File: src/rtl/vga_pattern_sequencer.sv
`default_nettype none
// ============================================================================
//  Module      : vga_pattern_sequencer
//  Description : Frame-synchronous VGA test-pattern scheduler. Consumes the
//                vsync/display_on/hcounter/vcounter timing from the vhsync
//                generator, rotates through up to 8 patterns on frame
//                boundaries (automatic and/or requested), and drives a
//                registered, blanked r/g/b pixel stream.
//                Optional build macro VGA_PATTERN_BORDER_EN adds a one-pixel
//                white frame around the active area (H_LAST/V_LAST params).
//  Revision    : 1.0 - initial release
// ============================================================================
module vga_pattern_sequencer #(
    parameter int   NUM_PATTERNS   = 8,
    parameter int   FRAMES_PER_PAT = 60,
    parameter int   BAR_WIDTH      = 80,
    parameter int   CHECK_SHIFT    = 5,
`ifdef VGA_PATTERN_BORDER_EN
    parameter int   H_LAST         = 639,
    parameter int   V_LAST         = 479,
`endif
    parameter logic VSYNC_ACTIVE   = 1'b0
) (
    input  logic        pixel_clk,
    input  logic        reset,
    input  logic        enable,
    input  logic        auto_adv,
    input  logic        step_req,
    output logic        step_ack,
    input  logic        vsync,
    input  logic        display_on,
    input  logic [31:0] hcounter,
    input  logic [31:0] vcounter,
    output logic [7:0]  r,
    output logic [7:0]  g,
    output logic [7:0]  b,
    output logic [2:0]  pattern_idx,
    output logic        running
);

    localparam logic [2:0]  C_LAST_IDX   = 3'(NUM_PATTERNS - 1);
    localparam logic [15:0] C_LAST_FRAME = 16'(FRAMES_PER_PAT - 1);
    localparam logic [15:0] C_BAR_WIDTH  = 16'(BAR_WIDTH);

    typedef enum logic [1:0] {
        ST_IDLE  = 2'd0,
        ST_ALIGN = 2'd1,
        ST_RUN   = 2'd2
    } state_t;

    state_t      r_state;
    state_t      w_state_nxt;
    logic        r_vsync_q;
    logic        w_fb;
    logic [2:0]  r_pattern_idx;
    logic [2:0]  w_idx_nxt;
    logic [2:0]  w_idx_inc;
    logic [15:0] r_frame_cnt;
    logic [15:0] w_cnt_nxt;
    logic        r_step_ack;
    logic        w_ack_nxt;
    logic        w_auto_hit;
    logic [7:0]  r_red;
    logic [7:0]  r_grn;
    logic [7:0]  r_blu;
    logic [15:0] w_h16;
    logic [15:0] w_bar_q;
    logic [2:0]  w_bar;
    logic [23:0] w_color;
    logic        w_pix_on;
    logic        w_unused_bits;

    // Only the low 16 counter bits carry meaning; the rest are folded away.
    assign w_unused_bits = ^{hcounter[31:16], vcounter};

    assign w_fb       = (r_vsync_q != VSYNC_ACTIVE) && (vsync == VSYNC_ACTIVE);
    assign w_auto_hit = auto_adv && (r_frame_cnt == C_LAST_FRAME);
    assign w_idx_inc  = (r_pattern_idx == C_LAST_IDX) ? 3'd0 : r_pattern_idx + 3'd1;

    // Next-state and advance decision; changes only land on a frame boundary.
    always_comb begin
        w_state_nxt = r_state;
        w_idx_nxt   = r_pattern_idx;
        w_cnt_nxt   = r_frame_cnt;
        w_ack_nxt   = 1'b0;
        case (r_state)
            ST_IDLE: begin
                if (enable) w_state_nxt = ST_ALIGN;
            end
            ST_ALIGN: begin
                if (!enable) begin
                    w_state_nxt = ST_IDLE;
                end else if (w_fb) begin
                    // Start exactly at a frame edge so the first frame is whole.
                    w_state_nxt = ST_RUN;
                    w_idx_nxt   = 3'd0;
                    w_cnt_nxt   = 16'd0;
                end
            end
            ST_RUN: begin
                if (!enable) begin
                    w_state_nxt = ST_IDLE;
                end else if (w_fb) begin
                    // A step and an auto-advance on the same edge merge into one.
                    if (step_req || w_auto_hit) begin
                        w_idx_nxt = w_idx_inc;
                        w_cnt_nxt = 16'd0;
                    end else if (auto_adv) begin
                        w_cnt_nxt = r_frame_cnt + 16'd1;
                    end
                    w_ack_nxt = step_req;
                end
            end
            default: w_state_nxt = ST_IDLE;
        endcase
    end

    // Control state register.
    always_ff @(posedge pixel_clk or posedge reset) begin
        if (reset) begin
            r_state       <= ST_IDLE;
            r_vsync_q     <= ~VSYNC_ACTIVE;
            r_pattern_idx <= 3'd0;
            r_frame_cnt   <= 16'd0;
            r_step_ack    <= 1'b0;
        end else begin
            r_state       <= w_state_nxt;
            r_vsync_q     <= vsync;
            r_pattern_idx <= w_idx_nxt;
            r_frame_cnt   <= w_cnt_nxt;
            r_step_ack    <= w_ack_nxt;
        end
    end

    assign w_h16   = hcounter[15:0];
    assign w_bar_q = w_h16 / C_BAR_WIDTH;
    assign w_bar   = (w_bar_q > 16'd7) ? 3'd7 : w_bar_q[2:0];

    // Pattern colour for the current pixel position.
    always_comb begin
        w_color = 24'h000000;
        case (r_pattern_idx)
            3'd0: w_color = 24'hFF0000;
            3'd1: w_color = 24'h00FF00;
            3'd2: w_color = 24'h0000FF;
            3'd3: w_color = 24'hFFFFFF;
            3'd4: begin
                case (w_bar)
                    3'd0:    w_color = 24'hFFFFFF;
                    3'd1:    w_color = 24'hFFFF00;
                    3'd2:    w_color = 24'h00FFFF;
                    3'd3:    w_color = 24'h00FF00;
                    3'd4:    w_color = 24'hFF00FF;
                    3'd5:    w_color = 24'hFF0000;
                    3'd6:    w_color = 24'h0000FF;
                    default: w_color = 24'h000000;
                endcase
            end
            3'd5: w_color = (hcounter[CHECK_SHIFT] ^ vcounter[CHECK_SHIFT]) ? 24'hFFFFFF : 24'h000000;
            3'd6: w_color = {3{w_h16[7:0]}};
            default: w_color = {3{vcounter[7:0]}};
        endcase
`ifdef VGA_PATTERN_BORDER_EN
        if ((w_h16 == 16'd0) || (vcounter[15:0] == 16'd0) ||
            (w_h16 == 16'(H_LAST)) || (vcounter[15:0] == 16'(V_LAST)))
            w_color = 24'hFFFFFF;
`endif
    end

    assign w_pix_on = (r_state == ST_RUN) && enable && display_on;

    // Registered pixel output; blanked outside RUN and the active area.
    always_ff @(posedge pixel_clk or posedge reset) begin
        if (reset) begin
            r_red <= 8'h00;
            r_grn <= 8'h00;
            r_blu <= 8'h00;
        end else if (w_pix_on) begin
            r_red <= w_color[23:16];
            r_grn <= w_color[15:8];
            r_blu <= w_color[7:0];
        end else begin
            r_red <= 8'h00;
            r_grn <= 8'h00;
            r_blu <= 8'h00;
        end
    end

    assign r           = r_red;
    assign g           = r_grn;
    assign b           = r_blu;
    assign pattern_idx = r_pattern_idx;
    assign step_ack    = r_step_ack;
    assign running     = (r_state == ST_RUN);

endmodule
`default_nettype wire

File: config.mk
export PLATFORM = sky130hd
export DESIGN_NAME = vga_pattern_sequencer
export DESIGN_NICKNAME = d
export VERILOG_FILES = /design/src/rtl/vga_pattern_sequencer.sv
export SDC_FILE = /design/constraint.sdc
export NUM_CORES = 1
export LEC_CHECK = 0
export ABC_AREA = 1
export CORE_UTILIZATION = 47
export DETAILED_ROUTE_END_ITERATION = 6
export MAX_ROUTING_LAYER = met4
export PLACE_DENSITY = 0.82
export SETUP_SLACK_MARGIN = 0.4
export SYNTH_ARGS = -nofsm -noshare
export SYNTH_HDL_FRONTEND = slang
export SYNTH_SLANG_ARGS = --single-unit
File: constraint.sdc
create_clock -name pixel_clk -period 2.9 [get_ports pixel_clk]
set_input_delay 0.58 -clock pixel_clk [delete_from_list [all_inputs] [get_ports pixel_clk]]
set_output_delay 0.58 -clock pixel_clk [all_outputs]
set_load 0.005 [all_outputs]
After elaboration in Yosys (flattened, before gate mapping) --
Cells that the tools add are included.
Cells by class: add/sub/neg operators 2, divide/modulo/power cells 1, $lt $le $gt $ge 1, equal/unequal tests 25, muxes and demuxes 29, bitwise gates (word level) 2, reduce and logical (&&, ||, !) cells 12
Operators with widths (count):
- $pmux W24 S7 | 2
- $mux W16 | 6
- $pmux W16 S2 | 1
- $mux W24 | 1
- $mux W8 | 3
- $eq A3 B3 Y1 const B | 7
- $mux W3 | 7
- $add A16 B1 Y16 const B | 1
- $div A16 B7 Y16 const B | 1
- $eq A16 B6 Y1 const B | 1
- $gt A16 B3 Y1 const B | 1
- $eq A3 B2 Y1 const B | 4
- $reduce_and A6 Y1 | 2
- $ne A2 B2 Y1 const B | 5
- $mux W2 | 4
- $eq A3 B1 Y1 const B | 2
- $logic_not A3 Y1 | 2
- $pmux W2 S3 | 1
- $pmux W3 S2 | 1
- $logic_and A1 B1 Y1 | 4
- $ne A2 B1 Y1 const B | 2
- $add A3 B1 Y3 const B | 1
- $mux W1 | 3
- $ne A3 B2 Y1 const B | 1
- other kinds (9) | 9
Storage, ports and cells: register bits 47, input bits 71, word-level logic and storage cells 80

Longest topological paths before layout --
Gate-level depths: netlist of run 1.
depth after elaboration 7, depth in mapped cells 45

Worst setup path after synthesis of run 1 --
No wires, ideal clock.
kind input -> register, from input port hcounter[13], to register r_blu[0] (netlist: b[0]), arrival 3.584 ns, required time 2.787 ns, setup slack -0.797 ns, stages 38, buffers on the path 0, cells stage by stage o21ai_1 -> nand2_2 -> nand3_1 -> nand2_2 -> nand2_2 -> nand2_2 -> nand3_2 -> nand2_2 -> nand3_1 -> nand3_2 -> nand2_2 -> nand3_1 -> nand3_2 -> nand2_2 -> nand3_1 -> nand3_2 -> nand2_4 -> nand2_8 -> [... 2 more ...] -> nand2_4 -> nand2_2 -> nand2_1 -> nand2_2 -> inv_2 -> nand2_4 -> nand2_1 -> nand2_1 -> nand2_2 -> inv_2 -> nand2_2 -> nand2_2 -> nand2_1 -> nand3_1 -> nand3_4 -> nand3_1 -> nand2_1 -> inv_1
Between the ends: cells in the longest elaborated chain, start to end 7
RTL lines:
- from (decl) | RTL line 32 | input logic [31:0] hcounter,
- $div A16 B7 Y16 * | RTL line 136 | assign w_bar_q = w_h16 / C_BAR_WIDTH;
- $gt A16 B3 Y1 | RTL line 137 | assign w_bar = (w_bar_q > 16'd7) ? 3'd7 : w_bar_q[2:0];
- $mux W3 * | RTL line 137
- $eq A3 B3 Y1, or another cell as far along | RTL line 148 | case (w_bar)
- $pmux W24 S7 * | RTL line 148
- $pmux W24 S7 * | RTL line 142 | case (r_pattern_idx)
- $mux W8 * | RTL line 178 | end else if (w_pix_on) begin
- to (signal assigned) | RTL line 181 | r_blu <= w_color[7:0];
- to (decl) | RTL line 65 | logic [7:0] r_blu;
Every way passes the cells marked *; elsewhere a longest branch is shown, timed or not. A chain may end at the register's enable or synchronous reset.

Final worst setup path of run 1 --
from input port hcounter[12], to register r_blu[5] (netlist: b[5])
The elaborated chain is that of the path after synthesis.

==> results of run 1 <==
## metrics by stage
stage	hold slack (ps)	power [mW]	cells
5_1_grt	575	2.91	675
3_3_place_gp	508	1.73	639
3_5_place_dp	519	1.77	639
4_1_cts	540	2.39	664
2_1_floorplan	486	1.45	457
6_report	531	2.78	675
## cell families after synthesis
family	after synthesis	share of synthesized area
AO/OA/AOI/OAI	67	0.129
XOR/XNOR	2	0.00545
adder cells (fa/ha/maj)	7	0.0272
buffers and inverters	99	0.116
flip-flops	47	0.366
AND/OR/NAND/NOR	235	0.357
## layer usage
layer,global-route usage,wire length [um]
met2,0.496,6340
met3,0.0334,993
met1,0.348,4490
met5,-,0
met4,0.0878,947
## how the worst min path moves through the flow
stage / startpoint / endpoint / slack [ps]
finish: reset / r_frame_cnt[11] / 530
global route: reset / r_frame_cnt[7] / 570
CTS: r_frame_cnt[5] / r_frame_cnt[5] / 540
detailed placement: r_frame_cnt[5] / r_frame_cnt[5] / 520
global placement: r_frame_cnt[5] / r_frame_cnt[5] / 510
floorplan: r_frame_cnt[5] / r_frame_cnt[5] / 490
## power by group
group | total (mW) | switching [mW] | leakage (nW) | internal [mW]
sequential | 0.699 | 0.0237 | 0.648 | 0.676
clock | 0.418 | 0.247 | 0.0452 | 0.171
combinational | 1.66 | 1.02 | 2.11 | 0.639
total | 2.78 | 1.29 | 2.81 | 1.49
## sequential cells by signal, summed over array words and instances (netlist names)
signal and flops:
g 8, step_ack 1, r_frame_cnt 16, pattern_idx 3
r 8, r_state 2, b 8, r_vsync_q 1
## repair_timing
item,CTS,global route
resized for setup,70,91
setup buffers,17,11
setup endpoints to repair,27,30
pin swaps,15,49
cloned,0,0
## layout by cell type, fill, tap and decap left out, types with 4 or more instances in the layout
cell,count
inv_1,77
buf_4,69
nand2_1,67
clkdlybuf4s50_1,55
dfrtp_1,46
nor2_1,40
nand2_2,27
nand3_2,24
nand3_1,21
nand2_4,21
a21oi_1,16
inv_2,15
o21ai_0,12
nand3_4,10
nor3_1,6
o21ai_1,6
ha_1,6
buf_6,6
o31ai_2,5
clkbuf_8,5
nand4_1,4
a21oi_2,4
inv_4,4
## cell type report
cell class	count	area (sq um)	area share
Sequential cell	47	1180	0.227
Clock buffer	6	72.6	0.0140
Clock inverter	2	13.8	0.00266
Multi-Input combinational cell	311	2240	0.433
Timing Repair Buffer	134	1200	0.231
Tap cell	77	96.3	0.0186
Inverter	98	378	0.0730
## critical path, delay by kind of cell
kind	cells	cell delay, ps
buffers and inverters	8	770
and+or+nand+nor	24	2580
AOI/OAI and AO/OA	3	810
==> Flow_metrics.wiki, run 1 <==
{| class="wikitable"
! Metric !! Value
|-
| Detailed-router iteration count before antenna repair || 7
|-
| Share of the core filled with cells in the final layout || 0.802
|-
| Final setup vio count || 24
|-
| Critical Path Max Stage Delay || 330 ps
|-
| Pin slew with the least headroom to its limit || 900 ps
|-
| Pin count of the biggest net entering global routing || 19
|-
| Root buffer cell || clkbuf_8
|-
| Row count || 29
|-
| Worst Reg2Reg Path Length in Cells || 9
|-
| Cell with the largest stage delay on the worst path || a31oi_4
|-
| Cell accounting for the most synthesized area || dfrtp_1
|-
| Ant. Diodes || 0
|-
| Number of distinct standard cells referenced by the synthesized netlist || 36
|-
| Global placement routability congestion || 0.889
|-
| Floorplan Core Area || 6460 sq um
|-
| Source of the critical timing path || hcounter[12]
|-
| Pleak || 2.81 nW
|-
| Most frequently used cell type in the post-synthesis netlist || nand2_1
|-
| Primary flip-flop cell chosen by synthesis mapping || dfrtp_1
|-
| Die boundary width || 84.7 um
|-
| Endpoint of the most critical setup path || b[5]
|-
| I/O pin count || 100
|-
| Setup crit start kind || primary input
|-
| Most frequent cells after synthesis || nand2_1, inv_1, nand3_1
|-
| Average wire length per cell after detail routing || 18.9 um
|-
| Violated checks || DRC, setup timing
|-
| Count of unresolved DRC violations after routing || 5
|-
| Path type of the worst min-delay path || primary input to async pin
|-
| Per-cell via count in the routed design || 5.90
|-
| Wirelength, routed || 12800 um
|-
| Async set or reset register ratio after synthesis || 1.00
|-
| Deepest clock path buffer count || 2
|-
| CTS tree || built
|-
| Synthesized netlist net count || 535
|-
| Endpoint of the worst register-to-register path || b[5]
|-
| Crit path DAT || 4760 ps
|-
| Antenna Violating Nets Remaining || 0
|-
| Required time worst endpoint || 3100 ps
|-
| # Max-Cap Violations || 0
|-
| Shortest clock period the worst path allows after layout || 4560 ps
|-
| Final hold viol count || 0
|-
| Setup WS pre-CTS || -1800 ps
|-
| Number of antenna violations at the first check in global routing || 0
|-
| Vias after detailed routing || 3985
|-
| Effective utilization at floorplan || 0.498
|-
| Peak clock frequency supported by timing || 0.219 GHz
|-
| CP max FO || 8
|-
| First-pass GRT wire length || 16100 um
|-
| Cts bufs inserted || 5
|-
| H-tree depth reported by CTS || 2
|-
| Portion of the clock cycle consumed by the worst path in the final layout || 1.57
|-
| Hold bufs inserted after CTS || 0
|-
| Final worst setup slack || -1660 ps
|-
| Post-detailed-placement half-perimeter wirelength || 6360 um
|-
| Max-slew violation total from the final report || 0
|-
| Synth Warn # || 0
|-
| Fin Setup TNS || -32240 ps
|-
| EDFF count, synth || 0
|-
| Largest cells by area after synthesis || dfrtp_1, nand2_1, inv_1
|-
| Seq/Total Area, Yosys || 0.366
|-
| Clk Latency, worst-skew pair || 310 ps
|-
| Final-layout fill cell count || 353
|-
| Result of the run || complete, but fails checks
|-
| Number of storage elements in the synthesis netlist || 47
|-
| Worst-path clk slew || 100 ps
|-
| Total number of clock tree sinks || 47
|-
| Non-Filler Cell Area, Final || 5180 sq um
|-
| Nature of the critical path endpoint || register
|-
| Number of nets in the layout || 675
|-
| Post-Synthesis Cells || 457
|-
| Syn Area/Cell || 7.03 sq um
|-
| Peak supply drop || 0.389 mV
|-
| Placed Instance Area || 4290 sq um
|-
| Origin of the critical flop-to-flop path || pattern_idx[2]
|-
| Area growth from synthesis to final layout || 61.1%
|-
| PortBufs || 59
|-
| Proportion of layout cells with a drive suffix above 1 || 0.378
|-
| Detailed Route Iter0 Violations || 515
|-
| Reg-to-reg slack, setup || 140 ps
|-
| Cell area after synthesis || 3210 sq um
|-
| Power density over the cells || 537 nW/um^2
|-
| Floorplan die area || 7170 sq um
|-
| Global routing usage summed across all routing layers || 0.285
|-
| Final Skew || 10.8 ps
|-
| Worst setup path class || primary input to register
|-
| Worst relative slew slack || 0.400
|-
| Number of global-route vias before repair || 3562
|-
| Y dimension of the die || 84.7 um
|-
| RSZ-0062 raised after global routing || yes
|-
| Share of the synthesized area in the top cell type || 0.358
|-
| Final global-route overflow total || 0
|}
Power figures use the tool's default switching activity.
==> run 2, diff against run 1 <==
--- a/config.mk
+++ b/config.mk
@@ -6,10 +6,11 @@
 export NUM_CORES = 1
 export LEC_CHECK = 0
 export ABC_AREA = 1
-export CORE_UTILIZATION = 47
+export CELL_PAD_IN_SITES_DETAIL_PLACEMENT = 0
+export CELL_PAD_IN_SITES_GLOBAL_PLACEMENT = 2
+export CORE_UTILIZATION = 25
 export DETAILED_ROUTE_END_ITERATION = 6
-export MAX_ROUTING_LAYER = met4
-export PLACE_DENSITY = 0.82
+export PLACE_DENSITY = 0.81
 export SETUP_SLACK_MARGIN = 0.4
 export SYNTH_ARGS = -nofsm -noshare
 export SYNTH_HDL_FRONTEND = slang
==> run 2 against run 1 <==
  * The run ends with setup timing left
  * Total power down 0.81%
  * Sequential power about the same
  * Setup slack gained 670 ps
  * Critical path depth increased by 5
  * Clock power increased by 46%
  * Via count fell by 11%
  * Maximum frequency increased by 17%
  * Count of clock-buffer cells in the layout up 2
  * Combinational power shrank 13%
  * Hold slack worse by 73 ps
  * Sequential cell count did not move
  * Critical path type unchanged
  * Highest routed layer unchanged
==> Flow_metrics.wiki, run 2 (synthesized netlist as in run 1, its figures left out) <==
{| class="wikitable"
! Metric !! Value
|-
| Path type of the worst min-delay path || primary input to register
|-
| Die boundary width || 115 um (+36%)
|-
| Worst setup path class || primary input to register
|-
| Effective utilization at floorplan || 0.256 (-0.242)
|-
| Max-slew violation total from the final report || 0 (unchanged)
|-
| Met3 capacity usage during global routing || 0.0216 (-0.0118)
|-
| RSZ-0062 raised after global routing || yes
|-
| Required time worst endpoint || 3130 ps (+30 ps)
|-
| Row count || 41 (+41%)
|-
| Placed Instance Area || 4460 sq um (+4.0%)
|-
| Violated checks || setup timing
|-
| Y dimension of the die || 115 um (+36%)
|-
| Hold bufs inserted after CTS || 0 (unchanged)
|-
| Total number of clock tree sinks || 47 (unchanged)
|-
| Peak supply drop || 0.348 mV (-11%)
|-
| Root buffer cell || clkbuf_16
|-
| Antenna Violating Nets Remaining || 0 (unchanged)
|-
| Floorplan die area || 13300 sq um (+86%)
|-
| Cts bufs inserted || 5 (unchanged)
|-
| Floorplan Core Area || 12600 sq um (+95%)
|-
| Crit path DAT || 4120 ps (-640 ps)
|-
| I/O pin count || 100 (unchanged)
|-
| Detailed-router iteration count before antenna repair || 4 (-3)
|-
| Met2 usage || 0.280 (-0.216)
|-
| Area growth from synthesis to final layout || 69.9%
|-
| Worst-path clk slew || 60 ps (-40 ps)
|-
| Final setup vio count || 24 (unchanged)
|-
| Cell with the largest stage delay on the worst path || a31oi_4
|-
| Setup crit start kind || primary input
|-
| Average wire length per cell after detail routing || 12.1 um (-36%)
|-
| Top reg by flops || r_frame_cnt
|-
| Pin count of the biggest net entering global routing || 48 (+29)
|-
| Pleak || 2.93 nW (+4.6%)
|-
| Global placement routability congestion || 0.787 (-11%)
|-
| Portion of the clock cycle consumed by the worst path in the final layout || 1.34 (-0.230)
|-
| Share of the core filled with cells in the final layout || 0.434 (-0.367)
|-
| Number of global-route vias before repair || 3579 (+0.48%)
|-
| Post-detailed-placement half-perimeter wirelength || 6850 um (+7.7%)
|-
| PortBufs || 59 (unchanged)
|-
| Met1 track demand over resource in global routing || 0.170 (-0.177)
|-
| Final hold viol count || 0 (unchanged)
|-
| CTS tree || built
|-
| CP max FO || 8 (unchanged)
|-
| First-pass GRT wire length || 15700 um (-2.6%)
|-
| Deepest clock path buffer count || 2 (unchanged)
|-
| Count of unresolved DRC violations after routing || 0 (-5)
|-
| Cell count after placement || 741 (+16%)
|-
| Critical Path Max Stage Delay || 240 ps (-90 ps)
|-
| H-tree depth reported by CTS || 2 (unchanged)
|-
| Proportion of layout cells with a drive suffix above 1 || 0.386 (+0.00844)
|-
| Fin Setup TNS || -21260 ps (+10980 ps)
|-
| Final Instance Count excl. Fillers || 788 (+17%)
|-
| Most repeated library cell on the critical path || nand2_4
|-
| Number of nets in the layout || 693 (+2.7%)
|-
| Per-cell via count in the routed design || 4.50 (-24%)
|-
| Nature of the critical path endpoint || register
|-
| Global routing usage summed across all routing layers || 0.148 (-0.137)
|-
| Final global-route overflow total || 0 (unchanged)
|-
| Buf+Inv Stages, Crit Path || 6 (-2)
|-
| Most frequent standard cell in the layout excluding fill and tap cells || buf_4
|-
| Vias after detailed routing || 3548 (-11%)
|-
| Gate family responsible for the most delay along the worst path || simple AND/OR/NAND/NOR gates
|-
| Commonest cells after routing, fill and taps aside || buf_4, inv_1, nand2_1
|-
| Detailed Route Iter0 Violations || 116 (-77%)
|-
| Largest register FFs || 16 (unchanged)
|-
| Shortest clock period the worst path allows after layout || 3890 ps (-668 ps)
|-
| Peak clock frequency supported by timing || 0.257 GHz (+17%)
|-
| Power density over the cells || 505 nW/um^2 (-5.9%)
|-
| Ant. Diodes || 0 (unchanged)
|-
| Worst relative slew slack || 0.502 (+0.102)
|-
| Final worst setup slack || -991 ps (+668 ps)
|-
| Final Skew || 6.86 ps (-3.97 ps)
|-
| Clk Latency, worst-skew pair || 290 ps (-20 ps)
|-
| # Max-Cap Violations || 0 (unchanged)
|-
| Layer carrying the most global-route usage || met2
|-
| Result of the run || complete, but fails checks
|-
| Number of antenna violations at the first check in global routing || 0 (unchanged)
|-
| Pin slew with the least headroom to its limit || 747 ps (-153 ps)
|-
| Wirelength, routed || 9530 um (-25%)
|-
| Non-Filler Cell Area, Final || 5460 sq um (+5.4%)
|}
-- run 2: cell count changes in the layout (fill, tap and decap cells not counted), sizes merged --
cell / change
buf: +18
clkbuf: +2
clkdlybuf4s50: -2
clkinv: -2
dlygate4sd2: +1
dlymetal6s2s: +1
-- run 2: path summary, 6_finish.rpt --
path                       slack, ps         endpoint  depth (start not counted)            from
max                             -990             b[3]                         40    hcounter[13]
min                              460        r_vsync_q                          1           vsync
max reg2reg                      450  r_frame_cnt[15]                         19  r_frame_cnt[1]
min reg2reg                      530   r_frame_cnt[5]                          1  r_frame_cnt[5]
max in group asynchronous       1730             b[1]                          3           reset
min in group asynchronous        770             g[5]                          3           reset
-- run 2: routing by layer --
layer	vias up	routed length, um
li1	1774	-
met1	1709	3970
met2	51	5150
met3	14	227
met4	0	174
met5	-	0
-- run 2: repair_timing --
item	in CTS	in global routing
resized for setup	83	66
pin swaps	27	46
setup endpoints to repair	28	32
endpoints found under the hold margin	0	0
buffers inserted	31	8
-- run 2: worst register-to-register path: stages, from the launching register on --
cell and delay, ps:
dfrtp_1 400, ha_4 180, nand3_4 90, nor4_4 250
nand4_1 120, nand2_1 80, nor2_1 40, inv_1 80
nand2_2 70, nand2_2 90, buf_6 110, nand2_4 50
nor2_4 90, inv_2 60, nor3_4 140, nand3_2 130
nor2_4 120, nand3_2 80, o21ai_1 120, a21oi_1 50
-- run 2: power breakdown --
group	leakage (nW)	switching, mW	internal [mW]
clock network	0.0772	0.243	0.367
registers	0.648	0.0225	0.677
logic	2.21	0.821	0.628
total	2.93	1.09	1.67
-- run 2: layout make-up --
class                           instances  area, sq um
Fill cell                            1253         7110
Multi-Input combinational cell        311         2230
Timing Repair Buffer                  152         1310
Sequential cell                        47         1180
Inverter                               98          375
Tap cell                              172          215
Clock buffer                            8          156
-- run 2: stage by stage --
stage | hold WS, ps | total power, mW | worst slack, ps
after floorplan | 486 | 1.45 | -699
final | 458 | 2.76 | -991
after global routing | 465 | 2.95 | -1300
after global placement | 507 | 1.82 | -1680
after detailed placement | 510 | 1.83 | -1780
after CTS | 526 | 2.65 | -942
